$ cat src/rtl/store_check_monitor.sv
// store_check_monitor: watches the store bus (MemWriteM/DataAdrM/WriteData)
// and checks it against a table of expected stores. Sequence mode checks the
// stores in order. Tohost mode waits for a single store to a chosen entry.
module store_check_monitor #(
  parameter int unsigned ADDR_W   = 32,
  parameter int unsigned DATA_W   = 32,
  parameter int unsigned DEPTH    = 8,
  parameter int unsigned CNT_W    = 16,
  parameter int unsigned TIMEOUT  = 1000,
  parameter logic [31:0] WIN_BASE = 32'h0000_0000,
  parameter logic [31:0] WIN_MASK = 32'hFFFF_FF00
) (
  input  logic                       clk,
  input  logic                       reset,
  input  logic                       mode,
  input  logic                       exp_we,
  input  logic [$clog2(DEPTH)-1:0]   exp_idx,
  input  logic [ADDR_W-1:0]          exp_addr,
  input  logic [DATA_W-1:0]          exp_data,
  input  logic [$clog2(DEPTH):0]     num_exp,
  input  logic                       start,
  input  logic                       MemWriteM,
  input  logic [ADDR_W-1:0]          DataAdrM,
  input  logic [DATA_W-1:0]          WriteData,
  output logic                       busy,
  output logic                       done,
  output logic                       pass,
  output logic                       fail,
  output logic [1:0]                 err_code,
  output logic [$clog2(DEPTH):0]     match_cnt,
  output logic [CNT_W-1:0]           cycle_cnt,
  output logic [ADDR_W-1:0]          fail_addr,
  output logic [DATA_W-1:0]          fail_data
);

  localparam int unsigned IDX_W = $clog2(DEPTH);
  localparam int unsigned MW    = IDX_W + 1;
  localparam logic [ADDR_W-1:0] LP_WIN_BASE   = ADDR_W'(WIN_BASE);
  localparam logic [ADDR_W-1:0] LP_WIN_MASK   = ADDR_W'(WIN_MASK);
  localparam logic [CNT_W-1:0]  LP_LAST_CYCLE = CNT_W'(TIMEOUT - 1);

  typedef enum logic [1:0] {S_IDLE, S_RUN, S_PASS, S_FAIL} state_t;

  state_t              r_state;
  logic                r_mode;
  logic [MW-1:0]       r_num_exp;
  logic                r_busy, r_done, r_pass, r_fail;
  logic [1:0]          r_err_code;
  logic [MW-1:0]       r_match_cnt;
  logic [CNT_W-1:0]    r_cycle_cnt;
  logic [ADDR_W-1:0]   r_fail_addr;
  logic [DATA_W-1:0]   r_fail_data;

  logic [ADDR_W-1:0]   r_tab_addr [DEPTH];
  logic [DATA_W-1:0]   r_tab_data [DEPTH];

  logic                w_store;
  logic [IDX_W-1:0]    w_seq_idx, w_th_idx;
  logic                w_seq_addr_eq, w_seq_data_eq;
  logic                w_th_addr_eq, w_th_data_eq;
  logic                w_seq_ok, w_seq_err, w_th_pass, w_th_fail;
  logic                w_pass_now;
  logic [1:0]          w_seq_err_code;
  logic [MW-1:0]       w_match_nxt;

  // Store qualification and comparisons against the table
  assign w_store        = MemWriteM && ((DataAdrM & LP_WIN_MASK) == (LP_WIN_BASE & LP_WIN_MASK));
  assign w_seq_idx      = r_match_cnt[IDX_W-1:0];
  assign w_th_idx       = r_num_exp[IDX_W-1:0];
  assign w_seq_addr_eq  = (DataAdrM == r_tab_addr[w_seq_idx]);
  assign w_seq_data_eq  = (WriteData == r_tab_data[w_seq_idx]);
  assign w_th_addr_eq   = (DataAdrM == r_tab_addr[w_th_idx]);
  assign w_th_data_eq   = (WriteData == r_tab_data[w_th_idx]);
  assign w_seq_ok       = w_store && !r_mode && w_seq_addr_eq && w_seq_data_eq;
  assign w_seq_err      = w_store && !r_mode && !(w_seq_addr_eq && w_seq_data_eq);
  assign w_seq_err_code = w_seq_addr_eq ? 2'd1 : 2'd2;
  assign w_th_pass      = w_store && r_mode && w_th_addr_eq && w_th_data_eq;
  assign w_th_fail      = w_store && r_mode && w_th_addr_eq && !w_th_data_eq;
  assign w_match_nxt    = r_match_cnt + MW'(1);
  assign w_pass_now     = (w_seq_ok && (w_match_nxt == r_num_exp)) || w_th_pass;

  // Expected-store table: survives reset, frozen while a run is in progress
  always_ff @(posedge clk) begin
    if (exp_we && (r_state != S_RUN)) begin
      r_tab_addr[exp_idx] <= exp_addr;
      r_tab_data[exp_idx] <= exp_data;
    end
  end

  // Run control FSM with registered status outputs
  always_ff @(posedge clk or negedge reset) begin
    if (!reset) begin
      r_state     <= S_IDLE;
      r_mode      <= 1'b0;
      r_num_exp   <= '0;
      r_busy      <= 1'b0;
      r_done      <= 1'b0;
      r_pass      <= 1'b0;
      r_fail      <= 1'b0;
      r_err_code  <= 2'd0;
      r_match_cnt <= '0;
      r_cycle_cnt <= '0;
      r_fail_addr <= '0;
      r_fail_data <= '0;
    end else begin
      case (r_state)
        S_RUN: begin
          if (w_seq_ok || w_th_pass) begin
            r_match_cnt <= w_match_nxt;
          end
          if (w_pass_now) begin
            r_state <= S_PASS;
            r_busy  <= 1'b0;
            r_pass  <= 1'b1;
            r_done  <= 1'b1;
          end else if (w_seq_err || w_th_fail) begin
            r_state     <= S_FAIL;
            r_busy      <= 1'b0;
            r_fail      <= 1'b1;
            r_done      <= 1'b1;
            r_err_code  <= w_seq_err ? w_seq_err_code : 2'd1;
            r_fail_addr <= DataAdrM;
            r_fail_data <= WriteData;
          end else if (r_cycle_cnt == LP_LAST_CYCLE) begin
            // Timeout leaves fail_addr/fail_data at the zero set on entry
            r_state    <= S_FAIL;
            r_busy     <= 1'b0;
            r_fail     <= 1'b1;
            r_done     <= 1'b1;
            r_err_code <= 2'd3;
          end else begin
            r_cycle_cnt <= r_cycle_cnt + CNT_W'(1);
          end
        end
        default: begin
          if (start) begin
            r_mode      <= mode;
            r_num_exp   <= num_exp;
            r_match_cnt <= '0;
            r_cycle_cnt <= '0;
            r_err_code  <= 2'd0;
            r_fail_addr <= '0;
            r_fail_data <= '0;
            r_fail      <= 1'b0;
            if (!mode && (num_exp == '0)) begin
              // Nothing to wait for: an empty sequence passes at once
              r_state <= S_PASS;
              r_busy  <= 1'b0;
              r_pass  <= 1'b1;
              r_done  <= 1'b1;
            end else begin
              r_state <= S_RUN;
              r_busy  <= 1'b1;
              r_pass  <= 1'b0;
              r_done  <= 1'b0;
            end
          end
        end
      endcase
    end
  end

  assign busy      = r_busy;
  assign done      = r_done;
  assign pass      = r_pass;
  assign fail      = r_fail;
  assign err_code  = r_err_code;
  assign match_cnt = r_match_cnt;
  assign cycle_cnt = r_cycle_cnt;
  assign fail_addr = r_fail_addr;
  assign fail_data = r_fail_data;

endmodule

$ cat config.mk
export PLATFORM = sky130hd
export DESIGN_NAME = store_check_monitor
export DESIGN_NICKNAME = d
export VERILOG_FILES = /design/src/rtl/store_check_monitor.sv
export SDC_FILE = /design/constraint.sdc
export NUM_CORES = 1
export LEC_CHECK = 0
export BUFFER_PORTS_ARGS = -buffer_cell sky130_fd_sc_hd__buf_2
export CAP_MARGIN = 15
export CORE_MARGIN = 3
export CORE_UTILIZATION = 43
export CTS_BUF_LIST = sky130_fd_sc_hd__clkbuf_4
export CTS_CLUSTER_SIZE = 40
export DETAILED_ROUTE_END_ITERATION = 6
export HOLD_SLACK_MARGIN = 0.08
export PLACE_DENSITY_LB_ADDON = 0.2
export SETUP_SLACK_MARGIN = 0.15
export SLEW_MARGIN = 0
export SYNTH_ARGS = -nofsm -noshare
export SYNTH_HDL_FRONTEND = slang
export SYNTH_SLANG_ARGS = --single-unit
$ cat constraint.sdc
create_clock -name clk -period 12.6 [get_ports clk]
set_clock_uncertainty 0.05 [all_clocks]
set_input_delay 1.89 -clock clk [delete_from_list [all_inputs] [get_ports clk]]
set_output_delay 1.89 -clock clk [all_outputs]
set_load 0.01 [all_outputs]
== Yosys cells after proc, flatten, opt, wreduce, memory -nomap -nowiden ==
Memory sizes are Yosys's and may differ from the RTL's.
Cells that the tools add are included.
W data, S select, Z words.

* Register bits: 97
* Bits in latches: 0
* RAM bits: 512
* Memory bits (read-only): 0
* Bits of input ports: 141
* Output and inout bits: 90
* Logic and storage cells: 109
* Memories: 2

{| class="wikitable"
|+ Memory list
! name !! words !! bits a word !! read ports !! clocked after memory_dff !! write ports !! line !! RTL
|-
| r_tab_addr || 8 || 32 || 2 || 0 || 1 || 54 || <nowiki>logic [ADDR_W-1:0] r_tab_addr [DEPTH];</nowiki>
|-
| r_tab_data || 8 || 32 || 2 || 0 || 1 || 55 || <nowiki>logic [DATA_W-1:0] r_tab_data [DEPTH];</nowiki>
|}

* Add/sub/neg operators: 2
* Multipliers: 0
* Divide/modulo/power cells: 0
* Magnitude comparators: 0
* Eq/ne operators: 16
* Shift operators: 0
* Muxes and demuxes: 46
* Bitwise gates (word level): 1
* Reductions and logical operators: 30

{| class="wikitable"
|+ Operators with widths
! operator !! count
|-
| $mux W32 || 7
|-
| $eq A32 B32 Y1 || 4
|-
| $mux W16 || 5
|-
| $logic_not A32 Y1 || 1
|-
| $mux W2 || 12
|-
| $mux W1 || 19
|-
| $add A16 B1 Y16 const B || 1
|-
| $eq A16 B10 Y1 const B || 1
|-
| $logic_and A1 B1 Y1 || 13
|-
| $mux W4 || 3
|-
| $ne A2 B2 Y1 const B || 6
|-
| $reduce_and A2 Y1 || 4
|-
| $reduce_and A3 Y1 || 2
|-
| $add A4 B1 Y4 const B || 1
|-
| $eq A4 B4 Y1 || 1
|-
| $logic_not A1 Y1 || 4
|-
| $logic_not A4 Y1 || 1
|-
| $ne A4 B4 Y1 const B || 1
|-
| $reduce_and A4 Y1 || 1
|-
| $logic_or A1 B1 Y1 || 3
|-
| $ne A3 B3 Y1 const B || 1
|-
| $eq A2 B1 Y1 const B || 1
|-
| $ne A2 B1 Y1 const B || 1
|-
| $reduce_bool A2 Y1 || 1
|-
| $not A1 Y1 || 1
|}

== Longest topological paths before layout ==
Gate-level depths: netlist of the first run.

* Depth in word-level cells: 9
* Gate-level depth with buffers: 15
* Depth with buffers taken out: 10

== Worst setup path before layout of the first run ==
Ideal clock, no wire load.

* Path kind: input port to flip-flop
* From: input port exp_idx[0]
* To: memory r_tab_addr[0][0], enable pin
* Library setup time: 0.565 ns
* Arrival: 6.457 ns
* Data required time: 11.985 ns
* Slack: 5.527 ns
* Stages: 2
* Buffers on the path: 0
* Cells stage by stage: nand3b_1 -> nor3_1

{| class="wikitable"
|+ RTL lines
! element !! line !! RTL
|-
| start: declaration || 17 || <nowiki>input logic [$clog2(DEPTH)-1:0] exp_idx,</nowiki>
|-
| end: declaration || 54 ||
|}

Straight into the memory's write port.

== Worst setup path after layout of the first run ==
* From: register r_num_exp[0]
* To: register r_fail_data[15] (netlist: fail_data[15])

* Cells in the longest elaborated chain, start to end: 7
* Elaborated cells on any way between the ends: 15
* Classes of those cells: eq/ne: 5; reduce/logical: 8; memory: 2

{| class="wikitable"
|+ RTL lines
! element !! line !! RTL
|-
| start: declaration || 46 || <nowiki>logic [MW-1:0] r_num_exp;</nowiki>
|-
| start signal: assignment || 138 || <nowiki>r_num_exp <= num_exp;</nowiki>
|-
| $mem_v2 Z8 W32, on equally long branches || - ||
|-
| $eq A32 B32 Y1, on equally long branches || 72, 73 ||
|-
| $logic_and A1 B1 Y1 / $logic_not A1 Y1 (equally long branches) || 77, 78 ||
|-
| $logic_and A1 B1 Y1, on equally long branches || 78, 77 ||
|-
| $logic_or A1 B1 Y1, on equally long branches || 116, 80 ||
|-
| $ne A2 B2 Y1 (no line) || - ||
|-
| $reduce_and A3 Y1 (no line) * || - ||
|-
| end signal: assignment || 123 || <nowiki>r_fail_data <= WriteData;</nowiki>
|-
| end: declaration || 52 || <nowiki>logic [DATA_W-1:0] r_fail_data;</nowiki>
|}

Every way passes the cells marked *; elsewhere a longest branch is shown, timed or not.
A chain may end at the register's enable or synchronous reset.

==> reports/metrics.yaml, run 1 <==
critical_path:
  critPathLaunchType: "flip-flop"
  critPathMaxFanout: 64
  timing.critical_path.required_ns: 13.43
  crit_arrival_ns: 7.28
  worstSetupPathType: "reg -> reg"
  worst_setup_path_end_kind: "flip-flop"
synthesis:
  number_of_standard_cells_after_synthesis: 1744
  synth-async-reset-ratio_pct: 15.9
  cell_types_occupying_the_most_area_after_synthesis: "sky130_fd_sc_hd__edfxtp_1 (53%), sky130_fd_sc_hd__mux4_2 (14%), sky130_fd_sc_hd__mux2i_1 (8.8%), sky130_fd_sc_hd__dfrtp_1 (8.4%), sky130_fd_sc_hd__xnor2_1 (2.7%)"
  netlist-cell-type-count: 56
  synth.yosys.warnings: 0
  postSynthAreaPerCell_um2: 16.6
  synthDominantCellAreaShare_pct: 53.0
  synth_ff_type: "sky130_fd_sc_hd__edfxtp_1"
  mappedNetlistNets: 1887
  yosysSeqAreaShare_pct: 61.4
  area_leader_netlist: "sky130_fd_sc_hd__edfxtp_1"
  synth.ff_latch_count: 609
  synth_enable_flop_cells: 512
  synth.cell_area_um2: 29000
drt:
  route.detailed.wl_per_inst_um: 26.9
  drt_first_iter_violations: 1575
  via_count_of_the_routed_design: 17965
  routed_wl_um: 82400
  drc_violations: 0
  detail_route.first_pass.iterations: 5
  route.detailed.vias_per_inst: 5.86
  antenna_violating_nets_post_route: 0
timing:
  fin_setup_tns_ns: 0
  min_period_ns: 6.45
  final.period_utilization_pct: 51.2
  grt_setup_unrepaired: "no"
  slew_headroom_pct: 20.6
  final-max-slew-violation-count: 0
  final-setup-viol-count: 0
  final_hold_vios: 0
  fin_hold_ws_ns: 0.437
  clock.fmax_ghz: 0.155
  timing_worst_slew_pin_value_ns: 1.19
global_route:
  grt_pass1_wl_um: 121000
  grtUsageTotal_pct: 23.4
  initial_antenna_violation_count: 11
  globalRouteOverflowTotal: 0
  first_global_vias: 18544
  grt_start_max_net_pins: 104
placed_design:
  placed_cells_incl_taps: 2766
  gp_routability_congestion: 0.841
  dpl-instance-area_um2: 31000
  dp_hpwl_um: 51400
  io_buffers: 230
pwr:
  max-vdd-ir-drop_uv: 116
  cellPowerDensity_nw_per_um2: 180
  leakage_nw: 12.3
job:
  max_cap_viol_count: 0
layout:
  finalInstanceArea_um2: 33100
  seqCellArea_um2: 17800
  layout.cells.non_filler: 3064
  total_area_of_multi_input_combinational_cells_um2: 10500
  layout-drive-gt1-share_pct: 34.9
  finish.net_count: 2211
  growth_of_design_area_from_synthesis_to_finish_pct: 14.3
  fill_cells: 5673
die:
  y_dimension_of_the_die_um: 266
  floorplan.core_area_um2: 66300
  initial_core_utilization_pct: 43.7
  top_level_ports: 231
  die_area_um2: 70600
  num_rows: 94
  die_w_um: 266
clock_tree:
  cts.root.buffer_cell: "sky130_fd_sc_hd__clkbuf_4"
  cts_setup_buffers: 0
  cts-htree-levels: 4
  longest_clk_path_bufs: 3
  numCtsBuffers: 163
  cts_tree: "built"
  clock_insertion_delay_worst_skew_ns: 0.99
  cts_resized: 0
  clk_pin_slew_ns: 0.07
  cts_hold_buf: 0
  cts.sink_count: 609
min_path:
  min_path_type: "reg -> reg"
outcome:
  status: "finished, final reports clean"
-- layout make-up --
| type | instances | area share [%] |
|---|---|---|
| Clock inverter | 48 | 0.899 |
| Timing Repair Buffer | 261 | 4.34 |
| Clock buffer | 241 | 5.46 |
| Antenna cell | 8 | 0.0604 |
| Sequential cell | 609 | 53.8 |
| Inverter | 51 | 0.578 |
| Tap cell | 864 | 3.26 |
| Multi-Input combinational cell | 982 | 31.6 |
-- placed cells by master, fill, tap and decap left out, types with 6 or more instances in the layout --
cell type / netlist / routed
sky130_fd_sc_hd__nand4_1: 19 / 19
sky130_fd_sc_hd__inv_1: 50 / 50
sky130_fd_sc_hd__nand2_1: 61 / 60
sky130_fd_sc_hd__a22oi_1: 35 / 35
sky130_fd_sc_hd__edfxtp_1: 512 / 512
sky130_fd_sc_hd__a31oi_1: 8 / 8
sky130_fd_sc_hd__buf_4: 20 / 28
sky130_fd_sc_hd__and3_1: 47 / 47
sky130_fd_sc_hd__nor3_1: 9 / 7
sky130_fd_sc_hd__mux2i_1: 254 / 254
sky130_fd_sc_hd__o21ai_0: 13 / 13
sky130_fd_sc_hd__xnor2_1: 91 / 91
sky130_fd_sc_hd__xor2_1: 24 / 24
sky130_fd_sc_hd__mux2_2: 44 / 44
sky130_fd_sc_hd__a21oi_1: 25 / 25
sky130_fd_sc_hd__nor4_1: 26 / 26
sky130_fd_sc_hd__a22o_1: 7 / 7
sky130_fd_sc_hd__nand3_1: 19 / 19
sky130_fd_sc_hd__dfrtp_1: 97 / 92
sky130_fd_sc_hd__clkinv_2: 0 / 7
sky130_fd_sc_hd__buf_2: 45 / 229
sky130_fd_sc_hd__nand2b_1: 8 / 8
sky130_fd_sc_hd__o22ai_1: 22 / 22
sky130_fd_sc_hd__mux4_2: 176 / 176
sky130_fd_sc_hd__nor2_4: 0 / 6
sky130_fd_sc_hd__diode_2: 0 / 8
sky130_fd_sc_hd__nor2_1: 21 / 13
sky130_fd_sc_hd__clkinv_1: 0 / 32
sky130_fd_sc_hd__a221oi_1: 21 / 21
sky130_fd_sc_hd__clkbuf_4: 0 / 241
-- per-stage QoR --
stage | worst slack, ns | total power [mW] | util (%)
after floorplan | 5.53 | 3.70 | -
after global placement | 6.30 | 4.24 | 46.7
after detailed placement | 6.17 | 4.25 | 46.7
after CTS | 6.12 | 6.03 | 49.9
after global routing | 5.67 | 6.26 | 49.9
final | 6.15 | 5.96 | 50.0
-- logic make-up (layout without fill, tap and decap cells) --
group | Yosys count | after routing | share of synthesized area, %
AND/OR/NAND/NOR | 234 | 234 | 4.29
AO/OA/AOI/OAI | 157 | 157 | 3.87
flip-flops | 609 | 609 | 61.4
other | 0 | 8 | 0
multiplexers | 474 | 474 | 24.1
adder cells (fa/ha/maj) | 2 | 2 | 0.0863
buffers and inverters | 153 | 601 | 2.77
XOR/XNOR | 115 | 115 | 3.47
-- metal layers --
layer | up-vias | track usage [%] | wire length, µm
met5 | - | 0 | 37
met4 | 6 | 8.85 | 2260
met3 | 148 | 5.64 | 5850
met2 | 744 | 37.9 | 39800
met1 | 9298 | 30.9 | 34500
li1 | 7769 | - | -
-- registers in the layout (all words and copies together), names as in the netlist --
signal,cells
r_tab_addr,256
r_tab_data,256
fail_addr,32
fail_data,32
cycle_cnt,16
match_cnt,4
r_num_exp,4
err_code,2
r_state,2
busy,1
done,1
fail,1
pass,1
r_mode,1
-- worst paths after layout --
path                                          startpoint                        end  slack, ns  depth (start not counted)
worst min-delay path                    fail$_DFFE_PN0P_           fail$_DFFE_PN0P_       0.44                          1
min in group asynchronous                          reset   fail_addr[0]$_DFFE_PN0P_       0.74                          1
worst max-delay path            r_num_exp[0]$_DFFE_PN0P_  fail_data[15]$_DFFE_PN0P_       6.15                         12
worst min register to register          fail$_DFFE_PN0P_           fail$_DFFE_PN0P_       0.44                          1
worst max register to register  r_num_exp[0]$_DFFE_PN0P_  fail_data[15]$_DFFE_PN0P_       6.15                         12
max in group asynchronous                          reset   fail_addr[7]$_DFFE_PN0P_      10.75                          3
-- critical path: stages, from the launching register on --
cell and delay, ns:
sky130_fd_sc_hd__dfrtp_4 0.84, sky130_fd_sc_hd__buf_4 0.73, sky130_fd_sc_hd__buf_4 0.76, sky130_fd_sc_hd__mux4_2 0.61
sky130_fd_sc_hd__mux2i_1 0.18, sky130_fd_sc_hd__xnor2_1 0.11, sky130_fd_sc_hd__nor4_1 0.39, sky130_fd_sc_hd__nand4_1 0.17
sky130_fd_sc_hd__nor4b_2 0.77, sky130_fd_sc_hd__and2_1 0.28, sky130_fd_sc_hd__a211oi_1 0.13, sky130_fd_sc_hd__nand2_4 0.84
sky130_fd_sc_hd__mux2i_1 0.28
-- cell usage after synthesis (26+ instances only) --
cell,n
sky130_fd_sc_hd__nor4_1,26
sky130_fd_sc_hd__edfxtp_1,512
sky130_fd_sc_hd__mux2_2,44
sky130_fd_sc_hd__mux4_2,176
sky130_fd_sc_hd__and3_1,47
sky130_fd_sc_hd__mux2i_1,254
sky130_fd_sc_hd__a22oi_1,35
sky130_fd_sc_hd__xnor2_1,91
sky130_fd_sc_hd__inv_1,50
sky130_fd_sc_hd__nand2_1,61
sky130_fd_sc_hd__dfrtp_1,97
sky130_fd_sc_hd__buf_2,45
-- report_power, final --
group          total, mW  internal, mW  switching (mW)
logic               1.78         0.786           0.991
clock network       1.76         0.954           0.805
registers           2.43          2.29           0.136
Power figures use the tool's default switching activity.
==> run 2, diff against run 1 <==
clock period = 6 ns   (was 12.6 ns; I/O delays follow)
==> reports/metrics.yaml, run 2 (same netlist as run 1, synthesis figures left out) <==
drt:
  drc_violations: 0  # unchanged
  routed_wl_um: 83300  # +1.1%
  route.detailed.wl_per_inst_um: 26.2  # -2.6%
  antenna_violating_nets_post_route: 0  # unchanged
  detail_route.first_pass.iterations: 7  # +2
  drt_first_iter_violations: 1819  # +15%
  via_count_of_the_routed_design: 18387  # +2.3%
  route.detailed.vias_per_inst: 5.78  # -1.4%
die:
  y_dimension_of_the_die_um: 266  # unchanged
  die_w_um: 266  # unchanged
  floorplan.core_area_um2: 66300  # unchanged
  initial_core_utilization_pct: 43.7  # unchanged
  num_rows: 94  # unchanged
  top_level_ports: 231  # unchanged
  die_area_um2: 70600  # unchanged
critical_path:
  crit_arrival_ns: 6.13  # -1.15 ns
  critical_path.endpoint: "fail_addr[1]$_DFFE_PN0P_"
  timing.reg2reg.worst_path_depth: 12  # unchanged
  critPathMaxFanout: 39  # -39%
  setup.reg_to_reg.worst_slack_ns: 0.72  # -5.44 ns
  path_cells: "buf_12 -> mux4_2 -> mux2i_1 -> xor2_1 -> nand4_1 -> nor4_1 -> nand4_1 -> nor3_1 -> a211oi_1 -> nand2_4 -> buf_4 -> mux2i_1"
  critPathLaunchType: "flip-flop"
  worst_setup_path_end_kind: "flip-flop"
  critical-path-max-stage-delay_ns: 0.89  # +0.05 ns
  worstSetupPathType: "reg -> reg"
  worst_flop_to_flop_path_startpoint: "match_cnt[0]$_DFFE_PN0P_"
  cp-startpoint: "match_cnt[0]$_DFFE_PN0P_"
  timing.critical_path.required_ns: 6.84  # -6.59 ns
  crit_path_top_delay_cell: "sky130_fd_sc_hd__dfrtp_4"
  critical_path.reg2reg.endpoint: "fail_addr[1]$_DFFE_PN0P_"
layout:
  largestRegisters: "r_tab_addr: 256 flops, r_tab_data: 256 flops"
  growth_of_design_area_from_synthesis_to_finish_pct: 18.5
  most_frequent_cells_in_the_layout: "sky130_fd_sc_hd__edfxtp_1 (512), sky130_fd_sc_hd__clkbuf_4 (260), sky130_fd_sc_hd__mux2i_1 (254), sky130_fd_sc_hd__buf_2 (229), sky130_fd_sc_hd__mux4_2 (176)"
  finish.net_count: 2322  # +5.0%
  layout.cells.most_common: "sky130_fd_sc_hd__edfxtp_1"
  finalCoreUtilization_pct: 51.8  # +1.9 points
  layout-drive-gt1-share_pct: 35.0  # about the same
global_route:
  grt_pass1_wl_um: 123000  # +2.1%
  grt_start_max_net_pins: 67  # -36%
  grtUsageTotal_pct: 23.8  # +0.39 points
  first_global_vias: 19486  # +5.1%
  globalRouteOverflowTotal: 0  # unchanged
  initial_antenna_violation_count: 3  # -8
clock_tree:
  cts-htree-levels: 4  # unchanged
  numCtsBuffers: 163  # unchanged
  cts_setup_buffers: 0  # unchanged
  cts.root.buffer_cell: "sky130_fd_sc_hd__clkbuf_4"
  cts_hold_buf: 85  # +85
  longest_clk_path_bufs: 3  # unchanged
  cts.sink_count: 609  # unchanged
  clock_insertion_delay_worst_skew_ns: 1.01  # +0.02 ns
  cts_tree: "built"
  clk_pin_slew_ns: 0.06  # about the same
  cts_resized: 0  # unchanged
pwr:
  power_switching_mw: 4.12  # +110%
  total_internal_power_mw: 8.72  # +120%
  p_seq_share_pct: 39.8  # -0.9 points
  leakage_nw: 12.9  # +4.8%
  clkPwrFrac_pct: 30.4  # +0.9 points
  comb_power_share_pct: 29.8  # about the same
  cellPowerDensity_nw_per_um2: 373  # +110%
  switching_share_pct: 32.1  # -0.35 points
  max-vdd-ir-drop_uv: 242  # +110%
timing:
  grt_setup_unrepaired: "no"
  final-setup-viol-count: 0  # unchanged
  final.period_utilization_pct: 88.1  # +37 points
  min_period_ns: 5.28  # -1.16 ns
  fin_setup_tns_ns: 0  # unchanged
  clock.fmax_ghz: 0.189  # +22%
  slew_headroom_pct: 21.2  # +0.63 points
  final-max-slew-violation-count: 0  # unchanged
  timing_worst_slew_pin_value_ns: 1.17  # -0.0178 ns
  final_hold_vios: 0  # unchanged
min_path:
  min_path_type: "in -> reg"
placed_design:
  io_buffers: 230  # unchanged
  dp_hpwl_um: 54500  # +6.0%
  gp_routability_congestion: 0.878  # +4.4%
outcome:
  status: "finished, final reports clean"
job:
  max_cap_viol_count: 0  # unchanged
run 2: changes by cell type in the layout (fill, tap and decap cells not counted), moves of 5 or more:
cell and delta:
sky130_fd_sc_hd__buf_4 +21, sky130_fd_sc_hd__dlygate4sd3_1 +85, sky130_fd_sc_hd__clkinv_1 -11, sky130_fd_sc_hd__clkinv_2 -5, sky130_fd_sc_hd__buf_12 +7, sky130_fd_sc_hd__clkbuf_4 +19
run 2: metrics by stage:
| step | hold WS [ns] | instance area, µm² | std cells | setup WS [ns] | power (mW) |
|---|---|---|---|---|---|
| 5_1_grt | 0.0856 | 34400 | 3181 | 0.510 | 13.5 |
| 6_report | 0.189 | 34400 | 3182 | 0.717 | 12.8 |
| 3_3_place_gp | 0.425 | 31300 | 2793 | 0.841 | 8.98 |
| 2_1_floorplan | 0.430 | 29000 | 1744 | 1.63 | 7.76 |
| 4_1_cts | 0.0807 | 34400 | 3175 | 0.709 | 13.0 |
| 3_5_place_dp | 0.437 | 31300 | 2793 | 0.725 | 9.00 |
run 2: layer usage:
layer	vias to the layer above	GRT usage, %	share of wire, %
met4	2	9.65	3.3
met3	167	7.35	8.6
met1	9435	30.1	40
li1	8013	-	-
met5	-	0	0.016
met2	770	38.5	48
run 2: worst min path at each step:
stage                              startpoint                          to  slack (ns)  cells past startpoint
floorplan              r_state[1]$_DFFE_PN0P_      r_state[1]$_DFFE_PN0P_        0.43                      1
global placement             done$_DFFE_PN0P_            done$_DFFE_PN0P_        0.43                      1
detailed placement  cycle_cnt[15]$_DFFE_PN0P_   cycle_cnt[15]$_DFFE_PN0P_        0.44                      1
CTS                             WriteData[23]   fail_data[23]$_DFFE_PN0P_        0.08                      3
global route                    WriteData[23]   fail_data[23]$_DFFE_PN0P_        0.09                      3
finish                            exp_data[5]  r_tab_data[4][5]$_DFFE_PP_        0.19                      1
run 2: area by class of cell:
type / instances / area [µm²]
fillers: 5609 / 32000
flip-flops and latches: 609 / 17800
multi-input cells: 982 / 10500
inverters: 51 / 191
repair buffers: 372 / 2540
clock inverters: 37 / 292
diodes: 7 / 17.5
clock buffers: 260 / 1950
well taps: 864 / 1080
run 2: power groups by stage:
stage	logic, mW	registers (mW)	clock network, mW
2_1_floorplan	2.78	4.98	0
3_3_place_gp	3.79	5.19	0
3_5_place_dp	3.80	5.20	0
4_1_cts	3.86	5.11	4.02
5_1_grt	4.08	5.14	4.27
6_report	3.83	5.11	3.90
run 2: critical path, delay by kind of cell, from the launching register on:
family	cells	cell delay (ns)
buffers and inverters	2	0.58
xor gates and xnor gates	1	0.32
and+or+nand+nor	5	1.95
muxes	3	1.08
AOI/OAI and AO/OA	1	0.25
DFF	1	0.89
